===== src/rtl/pend_prio_encoder_pkg.sv =====
// Shared constants and helpers for the pending-event priority encoder.
// PRIO_LOW/PRIO_HIGH select which end of the request vector wins arbitration.
package pend_prio_encoder_pkg;

    localparam int PRIO_LOW  = 0;
    localparam int PRIO_HIGH = 1;

    // Index width; a single-line encoder still carries a 1-bit index.
    function automatic int idx_width(input int n);
        return (n > 1) ? $clog2(n) : 1;
    endfunction

endpackage


===== src/rtl/pend_prio_encoder_if.sv =====
// Valid/ready index channel from the encoder to its consumer.
interface pend_prio_encoder_if
    import pend_prio_encoder_pkg::*;
#(
    parameter int N = 8
);
    localparam int W = idx_width(N);

    logic [W-1:0] out_idx;
    logic         out_valid;
    logic         out_ready;

    modport master (output out_idx, output out_valid, input  out_ready);
    modport slave  (input  out_idx, input  out_valid, output out_ready);
endinterface


===== src/rtl/pend_prio_encoder_prio_enc_comb.sv =====
// Combinational priority encoder: index, found flag and one-hot of the winning bit.
module prio_enc_comb
    import pend_prio_encoder_pkg::*;
#(
    parameter int N    = 8,
    parameter int PRIO = PRIO_LOW
) (
    input  logic [N-1:0]            vector,
    output logic [idx_width(N)-1:0] index,
    output logic                    found,
    output logic [N-1:0]            onehot
);
    localparam int W = idx_width(N);

    always_comb begin
        index  = '0;
        found  = 1'b0;
        onehot = '0;
        if (PRIO == PRIO_LOW) begin
            for (int unsigned i = 0; i < N; i++) begin
                if (vector[i] && !found) begin
                    found = 1'b1;
                    index = W'(i);
                end
            end
        end else begin
            // Ascending scan: the last set bit seen is the highest one.
            for (int unsigned i = 0; i < N; i++) begin
                if (vector[i]) begin
                    found = 1'b1;
                    index = W'(i);
                end
            end
        end
        if (found) begin
            onehot[index] = 1'b1;
        end
    end

endmodule


===== src/rtl/pend_prio_encoder.sv =====
// Registered N-to-log2(N) priority encoder: request pulses are captured as pending
// events and issued one index per valid/ready handshake, with sticky overflow.
module pend_prio_encoder
    import pend_prio_encoder_pkg::*;
#(
    parameter int N    = 8,
    parameter int PRIO = PRIO_LOW
) (
    input  logic                      clk,
    input  logic                      rst,
    input  logic [N-1:0]              req_in,
    input  logic [N-1:0]              mask,
    output logic [N-1:0]              pending,
    output logic                      overflow,
    input  logic                      clr_ovf,
    pend_prio_encoder_if.master       out_if
);
    localparam int W = idx_width(N);

    logic [N-1:0] pending_q, pending_d;
    logic [W-1:0] out_idx_q, out_idx_d;
    logic         out_valid_q, out_valid_d;
    logic         overflow_q, overflow_d;

    logic [N-1:0] cand, grab, sel_onehot;
    logic [W-1:0] sel;
    logic         found, load;

    assign cand = pending_q & mask;

    prio_enc_comb #(
        .N    (N),
        .PRIO (PRIO)
    ) u_enc (
        .vector (cand),
        .index  (sel),
        .found  (found),
        .onehot (sel_onehot)
    );

    always_comb begin
        load        = !out_valid_q || out_if.out_ready;
        grab        = (load && found) ? sel_onehot : '0;
        out_valid_d = load ? found : out_valid_q;
        out_idx_d   = (load && found) ? sel : out_idx_q;
        // A new request on the bit being grabbed this cycle stays pending as a fresh event.
        pending_d   = (pending_q & ~grab) | req_in;
        if (|(req_in & pending_q & ~grab)) begin
            overflow_d = 1'b1;
        end else if (clr_ovf) begin
            overflow_d = 1'b0;
        end else begin
            overflow_d = overflow_q;
        end
    end

    always_ff @(posedge clk) begin
        if (rst) begin
            pending_q   <= '0;
            out_idx_q   <= '0;
            out_valid_q <= 1'b0;
            overflow_q  <= 1'b0;
        end else begin
            pending_q   <= pending_d;
            out_idx_q   <= out_idx_d;
            out_valid_q <= out_valid_d;
            overflow_q  <= overflow_d;
        end
    end

    assign pending          = pending_q;
    assign overflow         = overflow_q;
    assign out_if.out_idx   = out_idx_q;
    assign out_if.out_valid = out_valid_q;

endmodule


===== src/flat_wrapper.sv =====
// flat-port wrapper written by rule: the top's interface ports become plain ports
module pend_prio_encoder_flat import pend_prio_encoder_pkg::*;
#(
    parameter int N    = 8,
    parameter int PRIO = PRIO_LOW
)
  (clk, rst, req_in, mask, pending, overflow, clr_ovf, out_if_out_idx, out_if_out_valid, out_if_out_ready);
  pend_prio_encoder_if #(.N(N)) out_if_i ();
  input  logic clk;
  input  logic rst;
  input  logic [N-1:0] req_in;
  input  logic [N-1:0] mask;
  output logic [N-1:0] pending;
  output logic overflow;
  input  logic clr_ovf;
  output wire logic [$bits(out_if_i.out_idx)-1:0] out_if_out_idx;
  output wire logic [$bits(out_if_i.out_valid)-1:0] out_if_out_valid;
  input wire logic [$bits(out_if_i.out_ready)-1:0] out_if_out_ready;
  assign out_if_out_idx = out_if_i.out_idx;
  assign out_if_out_valid = out_if_i.out_valid;
  assign out_if_i.out_ready = out_if_out_ready;
  pend_prio_encoder #(.N(N), .PRIO(PRIO)) u_core (.clk(clk), .rst(rst), .req_in(req_in), .mask(mask), .pending(pending), .overflow(overflow), .clr_ovf(clr_ovf), .out_if(out_if_i));
endmodule

===== config.mk =====
export PLATFORM = sky130hd
export DESIGN_NAME = pend_prio_encoder_flat
export DESIGN_NICKNAME = d
export VERILOG_FILES = /design/src/rtl/pend_prio_encoder_pkg.sv /design/src/rtl/pend_prio_encoder_if.sv /design/src/rtl/pend_prio_encoder_prio_enc_comb.sv /design/src/rtl/pend_prio_encoder.sv /design/src/flat_wrapper.sv
export SDC_FILE = /design/constraint.sdc
export NUM_CORES = 1
export LEC_CHECK = 0
export CAP_MARGIN = 20
export CORE_ASPECT_RATIO = 1.1
export CORE_UTILIZATION = 35
export DETAILED_ROUTE_END_ITERATION = 12
export PLACE_DENSITY = 0.71
export SETUP_SLACK_MARGIN = 0.2
export SLEW_MARGIN = 5
export SYNTH_ARGS = -nofsm -noshare
export SYNTH_HDL_FRONTEND = slang
export SYNTH_SLANG_ARGS = --single-unit

===== constraint.sdc =====
create_clock -name clk -period 4.8 [get_ports clk]
set_input_delay 0.96 -clock clk [delete_from_list [all_inputs] [get_ports clk]]
set_output_delay 0.96 -clock clk [all_outputs]
set_load 0.02 [all_outputs]

# After elaboration in Yosys (flattened, before gate mapping)
# Cells that the tools add are included.
# word_totals
word_cells	53
out_inout_bits	13
register_bits	13
# op_classes
n_bitwise	6
n_lt_le_gt_ge	2
reduce_logical	20
mux	21
# op_table
cell	count
$and A8 B8 Y8	4
$mux W8	2
$mux W3	5
$mux W1	12
$logic_and A1 B1 Y1	9
$logic_not A1 Y1	8
$not A8 Y8	1
$or A8 B8 Y8	1
$reduce_or A8 Y1	1
$lt A3 B4 Y1 const B	1
$demux W1 S3	1
$ge A3 B1 Y1 const B	1
$mux W2	1
$reduce_bool A2 Y1	1
$logic_or A1 B1 Y1	1

# Logic depth before layout (Yosys ltp)
# depth
ltp_word	33
ltp_mapped	7
depth_no_buf	6

# By module
# A second synthesis with hierarchy kept.
# hier_totals
hier_cells	102
hier_area_um2	774.5
# modules_own_cells
module	area_per_inst_um2	n_inst	cells_each
pend_prio_encoder	630.6	1	79
prio_enc_comb	143.9	1	23

# Worst setup path before layout
# Ideal clock, no wire load.
# synth_path
path_type	input to register
from	in mask[1]
to	reg u_core.overflow_q, in the netlist u_core.overflow
required_ps	4675
stages	5
slack_ps	2522
arrival_ps	2153
setup_time_ps	125
path_cell_list	a22oi_2 -> a32oi_2 -> or3_1 -> a311oi_1 -> o22ai_1
# synth_between
elab_chain_cells	31
word_cells_on_any_way	41
# synth_lines
element	line	rtl
start, declared	flat_wrapper.sv:12	input logic [N-1:0] mask;
$and A8 B8 Y8 (*)	pend_prio_encoder.sv:29	assign cand = pending_q & mask;
$logic_and A1 B1 Y1 (*)	pend_prio_encoder_prio_enc_comb.sv:21	if (vector[i] && !found) begin
$mux W1	pend_prio_encoder_prio_enc_comb.sv:21	
$logic_not A1 Y1	pend_prio_encoder_prio_enc_comb.sv:21	
$logic_and A1 B1 Y1	pend_prio_encoder_prio_enc_comb.sv:21	
$mux W1	pend_prio_encoder_prio_enc_comb.sv:21	
$logic_not A1 Y1	pend_prio_encoder_prio_enc_comb.sv:21	
$logic_and A1 B1 Y1	pend_prio_encoder_prio_enc_comb.sv:21	
[15 not listed]	--	
$mux W1 (not written as such)	pend_prio_encoder_prio_enc_comb.sv:36	onehot[index] = 1'b1;
$demux W1 S3	pend_prio_encoder_prio_enc_comb.sv:36	
$mux W8	pend_prio_encoder_prio_enc_comb.sv:35	if (found) begin
$mux W8 (*)	pend_prio_encoder.sv:43	grab = (load && found) ? sel_onehot : '0;
$not A8 Y8 (*)	pend_prio_encoder.sv:48	if (|(req_in & pending_q & ~grab)) begin
$and A8 B8 Y8 (*)	pend_prio_encoder.sv:48	
$reduce_or A8 Y1 (*)	pend_prio_encoder.sv:48	
$mux W1 / $reduce_bool A2 Y1 (equally long branches)	--	
end signal, assigned	pend_prio_encoder.sv:67	overflow_q <= overflow_d;
end, declared	pend_prio_encoder.sv:23	logic overflow_q, overflow_d;
# Mark *: on every way between the ends. The rest lies on a longest branch, timed or not.
# A chain may end at the register's enable or synchronous reset.

# Final worst setup path
# Ends and elaborated chain as after synthesis.

==> run_summary.xml <==
<?xml version="1.0" encoding="UTF-8"?>
<metrics>
  <group name="yosys">
    <metric name="seq_area_frac_synth" unit="%">38.0</metric>
    <metric name="yosysUniqueCellTypes" unit="">29</metric>
    <metric name="postSynthCellCount" unit="">85</metric>
    <metric name="post_synth_instance_area" unit="µm²">684</metric>
    <metric name="synth.net_count" unit="">105</metric>
    <metric name="ys_ff_latch" unit="">13</metric>
    <metric name="synth_area_per_cell" unit="µm²">8.05</metric>
    <metric name="yosysWarningCount" unit="">0</metric>
  </group>
  <group name="placement">
    <metric name="place.port_buffers" unit="">32</metric>
    <metric name="finalWeightedCongestion" unit="">0.830</metric>
    <metric name="dp_hpwl" unit="µm">1430</metric>
  </group>
  <group name="sta">
    <metric name="setup_tns" unit="ns">0</metric>
    <metric name="hold-worst-slack" unit="ns">0.483</metric>
    <metric name="finalClockSkew" unit="ns">0.00217</metric>
    <metric name="rsz0062_at_grt" unit="">false</metric>
    <metric name="finalCritPeriodShare" unit="%">55.8</metric>
    <metric name="fin_crit" unit="ns">2.68</metric>
    <metric name="hold_viol" unit="">0</metric>
    <metric name="max_slew_margin" unit="%">66.6</metric>
    <metric name="setup_viol" unit="">0</metric>
    <metric name="slew_viol_final" unit="">0</metric>
    <metric name="worst-slew-pin-transition" unit="ns">0.500</metric>
    <metric name="maxClockFrequency" unit="MHz">373</metric>
  </group>
  <group name="global_route">
    <metric name="grt_usage" unit="%">19.5</metric>
    <metric name="grt_first_pass_wirelength" unit="µm">3240</metric>
    <metric name="grt_pass1_vias" unit="">762</metric>
    <metric name="maximum_number_of_pins_on_one_net_before_global_route_repair" unit="">15</metric>
    <metric name="grt.overflow.total" unit="">0</metric>
    <metric name="antenna_violations_before_repair" unit="">0</metric>
  </group>
  <group name="finish">
    <metric name="layout_commonest_cell" unit="">sky130_fd_sc_hd__clkdlybuf4s50_1</metric>
    <metric name="mostFrequentLayoutCells" unit="">sky130_fd_sc_hd__clkdlybuf4s50_1, sky130_fd_sc_hd__dfxtp_1, sky130_fd_sc_hd__nand2_1</metric>
    <metric name="multiInputGateArea" unit="µm²">405</metric>
    <metric name="final_core_utilization" unit="%">58.1</metric>
    <metric name="storage_cell_area" unit="µm²">260</metric>
    <metric name="share_of_post_route_cells_with_drive_strength_above_1" unit="%">7.56</metric>
    <metric name="num-nets-final" unit="">140</metric>
    <metric name="area_delta_synth_final" unit="%">52.8</metric>
    <metric name="filler_cell_count" unit="">172</metric>
    <metric name="diodes_inserted" unit="">0</metric>
  </group>
  <group name="power_and_ir_drop">
    <metric name="static-leakage-power" unit="µW">0.000402</metric>
    <metric name="total_switching_power" unit="µW">96.7</metric>
    <metric name="share_comb_of_total_power" unit="%">33.6</metric>
    <metric name="ir_drop" unit="V">0.000202</metric>
    <metric name="power_internal" unit="µW">201</metric>
    <metric name="p_per_cell_area" unit="nW/µm²">284</metric>
    <metric name="netSwitchingFraction" unit="%">32.5</metric>
    <metric name="power.clock.fraction" unit="%">23.3</metric>
    <metric name="power_frac_seq" unit="%">43.1</metric>
  </group>
  <group name="floorplan">
    <metric name="chipWidth" unit="µm">44.2</metric>
    <metric name="num_rows" unit="">16</metric>
    <metric name="overall_die_area" unit="µm²">2140</metric>
    <metric name="core_area" unit="µm²">1800</metric>
    <metric name="initial_standard_cell_utilization_of_the_core" unit="%">38.0</metric>
    <metric name="top_level_ports" unit="">33</metric>
    <metric name="die-height" unit="µm">48.4</metric>
  </group>
  <group name="setup_path">
    <metric name="critical_path.max_fanout" unit="">7</metric>
    <metric name="timing.critical_path.from_type" unit="">primary input</metric>
    <metric name="reg2reg_slack" unit="ns">2.90</metric>
    <metric name="signal_arrival_time_at_the_worst_endpoint" unit="ns">2.83</metric>
    <metric name="timing.critical_path.to_type" unit="">flip-flop</metric>
    <metric name="worst-setup-path-type" unit="">primary input to flip-flop</metric>
    <metric name="cp-startpoint" unit="">mask[1]</metric>
    <metric name="timing.critical_path.required" unit="ns">4.96</metric>
    <metric name="timing.critical_path.slowest_cell_delay" unit="ns">0.47</metric>
    <metric name="cpMaxStageDelayCell" unit="">sky130_fd_sc_hd__clkdlybuf4s50_1</metric>
    <metric name="worstSetupEndpoint" unit="">u_core.overflow</metric>
    <metric name="reg2regPathDepth" unit="">6</metric>
    <metric name="sequence_of_cells_on_the_critical_path" unit="">clkdlybuf4s50_1 &gt; a22oi_2 &gt; a32oi_2 &gt; or3_1 &gt; a311oi_1 &gt; o22ai_1</metric>
    <metric name="rr_startpoint" unit="">u_core.pending[5]</metric>
    <metric name="regToRegEndpoint" unit="">u_core.overflow</metric>
  </group>
  <group name="drt">
    <metric name="detail_route.wl_per_cell" unit="µm">13.5</metric>
    <metric name="detail_route.drc_violations" unit="">4</metric>
    <metric name="first_iter_violations" unit="">21</metric>
    <metric name="postRouteAntennaNets" unit="">0</metric>
    <metric name="first_pass_iters" unit="">8</metric>
    <metric name="routed_wirelength" unit="µm">1860</metric>
    <metric name="detailroute.via_count" unit="">779</metric>
    <metric name="route.detailed.vias_per_inst" unit="">5.69</metric>
  </group>
  <group name="clock_tree">
    <metric name="clock_sink_count" unit="">13</metric>
    <metric name="cts_made_buffers" unit="">3</metric>
    <metric name="post_cts_resize_count" unit="">0</metric>
    <metric name="h_tree_lvls" unit="">1</metric>
    <metric name="number_of_buffers_inserted_to_repair_setup_after_cts" unit="">0</metric>
    <metric name="clock_latency" unit="ns">0.28</metric>
    <metric name="cts_root_buffer" unit="">sky130_fd_sc_hd__clkbuf_4</metric>
    <metric name="max-clock-path-buffers" unit="">2</metric>
    <metric name="clock_tree_from_tritoncts" unit="">yes</metric>
    <metric name="clk_pin_slew" unit="ns">0.08</metric>
    <metric name="cts_hold_repair.buffers" unit="">0</metric>
  </group>
  <group name="run_status">
    <metric name="failed_checks" unit="">design-rule violations</metric>
    <metric name="status" unit="">finished with violations</metric>
  </group>
  <group name="min_path">
    <metric name="hold_start" unit="">u_core.out_if.out_idx[0]</metric>
    <metric name="worst_hold_path_type" unit="">flip-flop to flip-flop</metric>
  </group>
  <group name="job">
    <metric name="maxCapViolations" unit="">0</metric>
  </group>
</metrics>
layer usage:
| metal | global-route usage (%) | routed length (µm) | vias up |
|---|---|---|---|
| met5 | 0 | 0 | - |
| met4 | 7.58 | 31 | 0 |
| met3 | 3.36 | 123 | 4 |
| met2 | 32.4 | 853 | 29 |
| met1 | 24.4 | 848 | 353 |
| li1 | - | - | 393 |
sequential cells by signal (all words and copies together), names as in the netlist:
signal                   cells
u_core.pending               8
u_core.out_if.out_idx        3
u_core.overflow              1
u_core.out_if.out_valid      1
synth_stat cells:
| cell | count | area share [%] |
|---|---|---|
| sky130_fd_sc_hd__a211oi_1 | 1 | 1.1 |
| sky130_fd_sc_hd__a21boi_1 | 1 | 1.1 |
| sky130_fd_sc_hd__a21oi_1 | 10 | 7.3 |
| sky130_fd_sc_hd__a221oi_1 | 1 | 1.3 |
| sky130_fd_sc_hd__a22o_1 | 1 | 1.3 |
| sky130_fd_sc_hd__a22oi_1 | 2 | 2.2 |
| sky130_fd_sc_hd__a22oi_2 | 1 | 1.8 |
| sky130_fd_sc_hd__a22oi_4 | 1 | 3.1 |
| sky130_fd_sc_hd__a311oi_1 | 1 | 1.3 |
| sky130_fd_sc_hd__a31o_2 | 1 | 1.3 |
| sky130_fd_sc_hd__a31oi_1 | 1 | 0.91 |
| sky130_fd_sc_hd__a32oi_1 | 4 | 5.1 |
| sky130_fd_sc_hd__a32oi_2 | 1 | 2.4 |
| sky130_fd_sc_hd__a41oi_1 | 1 | 1.3 |
| sky130_fd_sc_hd__clkbuf_1 | 2 | 1.1 |
| sky130_fd_sc_hd__dfxtp_1 | 13 | 38 |
| sky130_fd_sc_hd__inv_1 | 3 | 1.6 |
| sky130_fd_sc_hd__nand2_1 | 12 | 6.6 |
| sky130_fd_sc_hd__nand2b_1 | 1 | 0.91 |
| sky130_fd_sc_hd__nand2b_2 | 1 | 1.3 |
| sky130_fd_sc_hd__nand3_1 | 6 | 4.4 |
| sky130_fd_sc_hd__nand4_1 | 2 | 1.8 |
| sky130_fd_sc_hd__nor2_1 | 11 | 6.0 |
| sky130_fd_sc_hd__nor2b_1 | 1 | 0.91 |
| sky130_fd_sc_hd__nor3_1 | 2 | 1.5 |
| sky130_fd_sc_hd__nor4_2 | 1 | 1.8 |
| sky130_fd_sc_hd__o21ai_0 | 1 | 0.73 |
| sky130_fd_sc_hd__o22ai_1 | 1 | 0.91 |
| sky130_fd_sc_hd__or3_1 | 1 | 0.91 |
through the flow:
stage / cell area (µm²) / setup slack (ns) / power, µW / cells
finish: 1050 / 2.12 / 298 / 137
global route: 1050 / 1.99 / 315 / 137
CTS: 1050 / 2.12 / 300 / 137
detailed placement: 1020 / 1.83 / 230 / 133
global placement: 1020 / 1.87 / 230 / 133
floorplan: 684 / 2.52 / 183 / 85
cell families (layout without fill, tap and decap cells):
kind of cell	count (synthesis)	count (layout)	share of synthesized area [%]
compound gates	29	29	33.1
buf+inv	5	39	2.74
flops	13	13	38.0
simple gates	38	38	26.1
worst min-delay path by stage:
stage                     slack, ns  depth (start not counted)                        to
after global placement         0.48                          2  u_core.out_if.out_idx[0]
after detailed placement       0.47                          2  u_core.out_if.out_idx[0]
after CTS                      0.49                          2  u_core.out_if.out_idx[0]
final                          0.48                          2  u_core.out_if.out_idx[0]
after global routing           0.51                          2  u_core.out_if.out_idx[0]
after floorplan                0.53                          2  u_core.out_if.out_idx[0]
critical path: cells and delay by family:
| family | cells | cell delay (ns) |
|---|---|---|
| AO/OA/AOI/OAI | 4 | 0.98 |
| buffers and inverters | 1 | 0.47 |
| AND/OR/NAND/NOR | 1 | 0.43 |
power by group through the flow:
stage | clock (µW) | sequential [µW] | combinational (µW)
after CTS | 71.4 | 128 | 100
after floorplan | 0 | 142 | 40.9
after detailed placement | 0 | 131 | 99.3
after global routing | 76.9 | 130 | 108
after global placement | 0 | 130 | 99.1
final | 69.2 | 128 | 100
cell type report:
class	count	area share, %
clock buffer	4	2.51
inverter	3	1.08
multi-input combinational	67	38.8
sequential	13	24.9
tap	18	2.15
timing repair buffer	32	30.6
Power figures use the tool's default switching activity.
==> RTL change, RTL diff (config.mk and constraints unchanged) <==
Put one more register stage on the output `overflow`. The value now appears one clock later. The other outputs are not delayed to match.
--- a/src/rtl/pend_prio_encoder.sv
+++ b/src/rtl/pend_prio_encoder.sv
@@ -70,5 +70,7 @@
 
     assign pending          = pending_q;
-    assign overflow         = overflow_q;
+    always_ff @(posedge clk) begin
+        overflow <= overflow_q;
+    end
     assign out_if.out_idx   = out_idx_q;
     assign out_if.out_valid = out_valid_q;
Check against the original RTL: not equivalent (Yosys sat finds a counterexample within 4 cycles, from zero or initial values and one cycle with rst high).
==> RTL change against the original RTL <==
Worst setup slack better by 0.27 ns. Total power is 0.16% lower. Wire length is 3.1% lower. Design area is 2.9% higher. Largest cell class unchanged. Largest power group unchanged. Area after synthesis is 4.0% higher. Clock skew hardly changed. Sequential cell count is 1 higher.
==> RTL change: results (changes against the original RTL) <==
* Status: complete, no violations (was complete, but fails checks)
* Crit-path slowest cell: clkdlybuf4s50_1 (unchanged)
* Post-Place Cells at 143 (was 133)
* Least-Margin Pin Slew at 0.476 ns (was 0.500 ns)
* CP endpoint: u_core.overflow_q (was u_core.overflow)
* Synth area leaders: dfxtp_1 (39%), a21oi_1 (7.7%), nor2_1 (6.9%) (was dfxtp_1 (38%), a21oi_1 (7.3%), nand2_1 (6.6%))
* Drt drc at 0 (was 4)
* R2R depth at 6 (unchanged)
* Worst-path fanout max at 4 (was 7)
* Met1 usage at 22.9% (was 24.4%)
* Synth Area in Compound Gates at 26.7% (was 33.1%)
* Final HPWL DP at 1430 um (about the same)
* DR iter-0 viols at 14 (was 21)
* DP Worst Slack at 2.12 ns (was 1.83 ns)
* Hold path cells at 0 (was 2)
* Met2 usage at 30.0% (was 32.4%)
* Metal2 WL at 889 um (was 853 um)
* Metal-1 WL at 811 um (was 848 um)
* Cell family with most CP delay: simple AND/OR/NAND/NOR gates (was compound AO/OA/AOI/OAI gates)
* Pin count of the biggest net entering global routing at 14 (was 15)
* CTS buffer count at 3 (unchanged)
* Final Skew at 0.00257 ns (was 0.00217 ns)
* Reg2reg start: u_core.pending[2] (was u_core.pending[5])
* Total routing usage reported by global routing at 17.9% (was 19.5%)
* Mux share of post-synthesis cell area at 0% (unchanged)
* Internal at 0.000206 W (was 0.000201 W)
* Antenna violations before repair at 0 (unchanged)
* Routed WL per cell at 12.3 um (was 13.5 um)
* Post-Syn Instances at 85 (unchanged)
* Main combinational cell family by area after synthesis: simple AND/OR/NAND/NOR gates (was compound AO/OA/AOI/OAI gates)
* Bufs on Longest Clock Path at 2 (unchanged)
* Leak at 0.426 nW (was 0.402 nW)
* Critical path origin: mask[1] (unchanged)
* GP Congestion at 0.849 (was 0.830)
* Root Driver: clkbuf_4 (unchanged)
* First-pass detailed-route iteration total at 4 (was 8)
* Post-DP Area at 1050 um2 (was 1020 um2)
* Synth cell types at 24 (was 29)
* Final WS setup at 2.39 ns (was 2.12 ns)
* Hold Startpoint: u_core.overflow_q (was u_core.out_if.out_idx[0])
* Sequential fraction of the synthesis area at 39.4% (was 38.0%)
* Via Count at 751 (was 779)
* CP peak stage delay at 0.49 ns (was 0.47 ns)
* DR vias/cell at 5.14 (was 5.69)
* Layout cells sized above 1 at 8.40% (was 7.56%)
* Post-synth top cells: dfxtp_1 (14), nor2_1 (13), a21oi_1 (11) (was dfxtp_1 (13), nand2_1 (12), nor2_1 (11))
* Hold EP: u_core.overflow (was u_core.out_if.out_idx[0])
* Vias in the first global route at 702 (was 762)
* Met3 WL post-DR at 74 um (was 123 um)
* R2r setup slk at 3.23 ns (was 2.90 ns)
* Crit path DAT at 2.55 ns (was 2.83 ns)
* Max VDD drop at 0.162 mV (was 0.202 mV)
* M3 GR Usage at 2.22% (was 3.36%)
* First-pass GRT wire length at 3000 um (was 3240 um)
* Hold slack at 0.365 ns (was 0.483 ns)
* Max reg flops at 8 (unchanged)
[RTL change: changes by cell type after synthesis, sizes merged, moves of 2 or more]
cell,unedited run,this run
and2,0,4
a32oi,5,2
and3,0,3
inv,3,0
clkbuf,2,0
nand4,2,0
nor2,11,13
[RTL change: cell type report]
| cell class | instances | area [um2] |
|---|---|---|
| flip-flops and latches | 14 | 280 |
| well taps | 27 | 33.8 |
| clock buffers | 3 | 22.5 |
| fillers | 189 | 766 |
| repair buffers | 32 | 320 |
| multi-input cells | 70 | 419 |
[RTL change: power groups by stage]
| stage | clock network [W] | logic (W) | registers, W |
|---|---|---|---|
| after floorplan | 0 | 0.0000393 | 0.000150 |
| after global placement | 0 | 0.0000958 | 0.000139 |
| after detailed placement | 0 | 0.0000962 | 0.000140 |
| after CTS | 0.0000657 | 0.0000967 | 0.000137 |
| after global routing | 0.0000707 | 0.000105 | 0.000139 |
| final | 0.0000639 | 0.0000963 | 0.000137 |
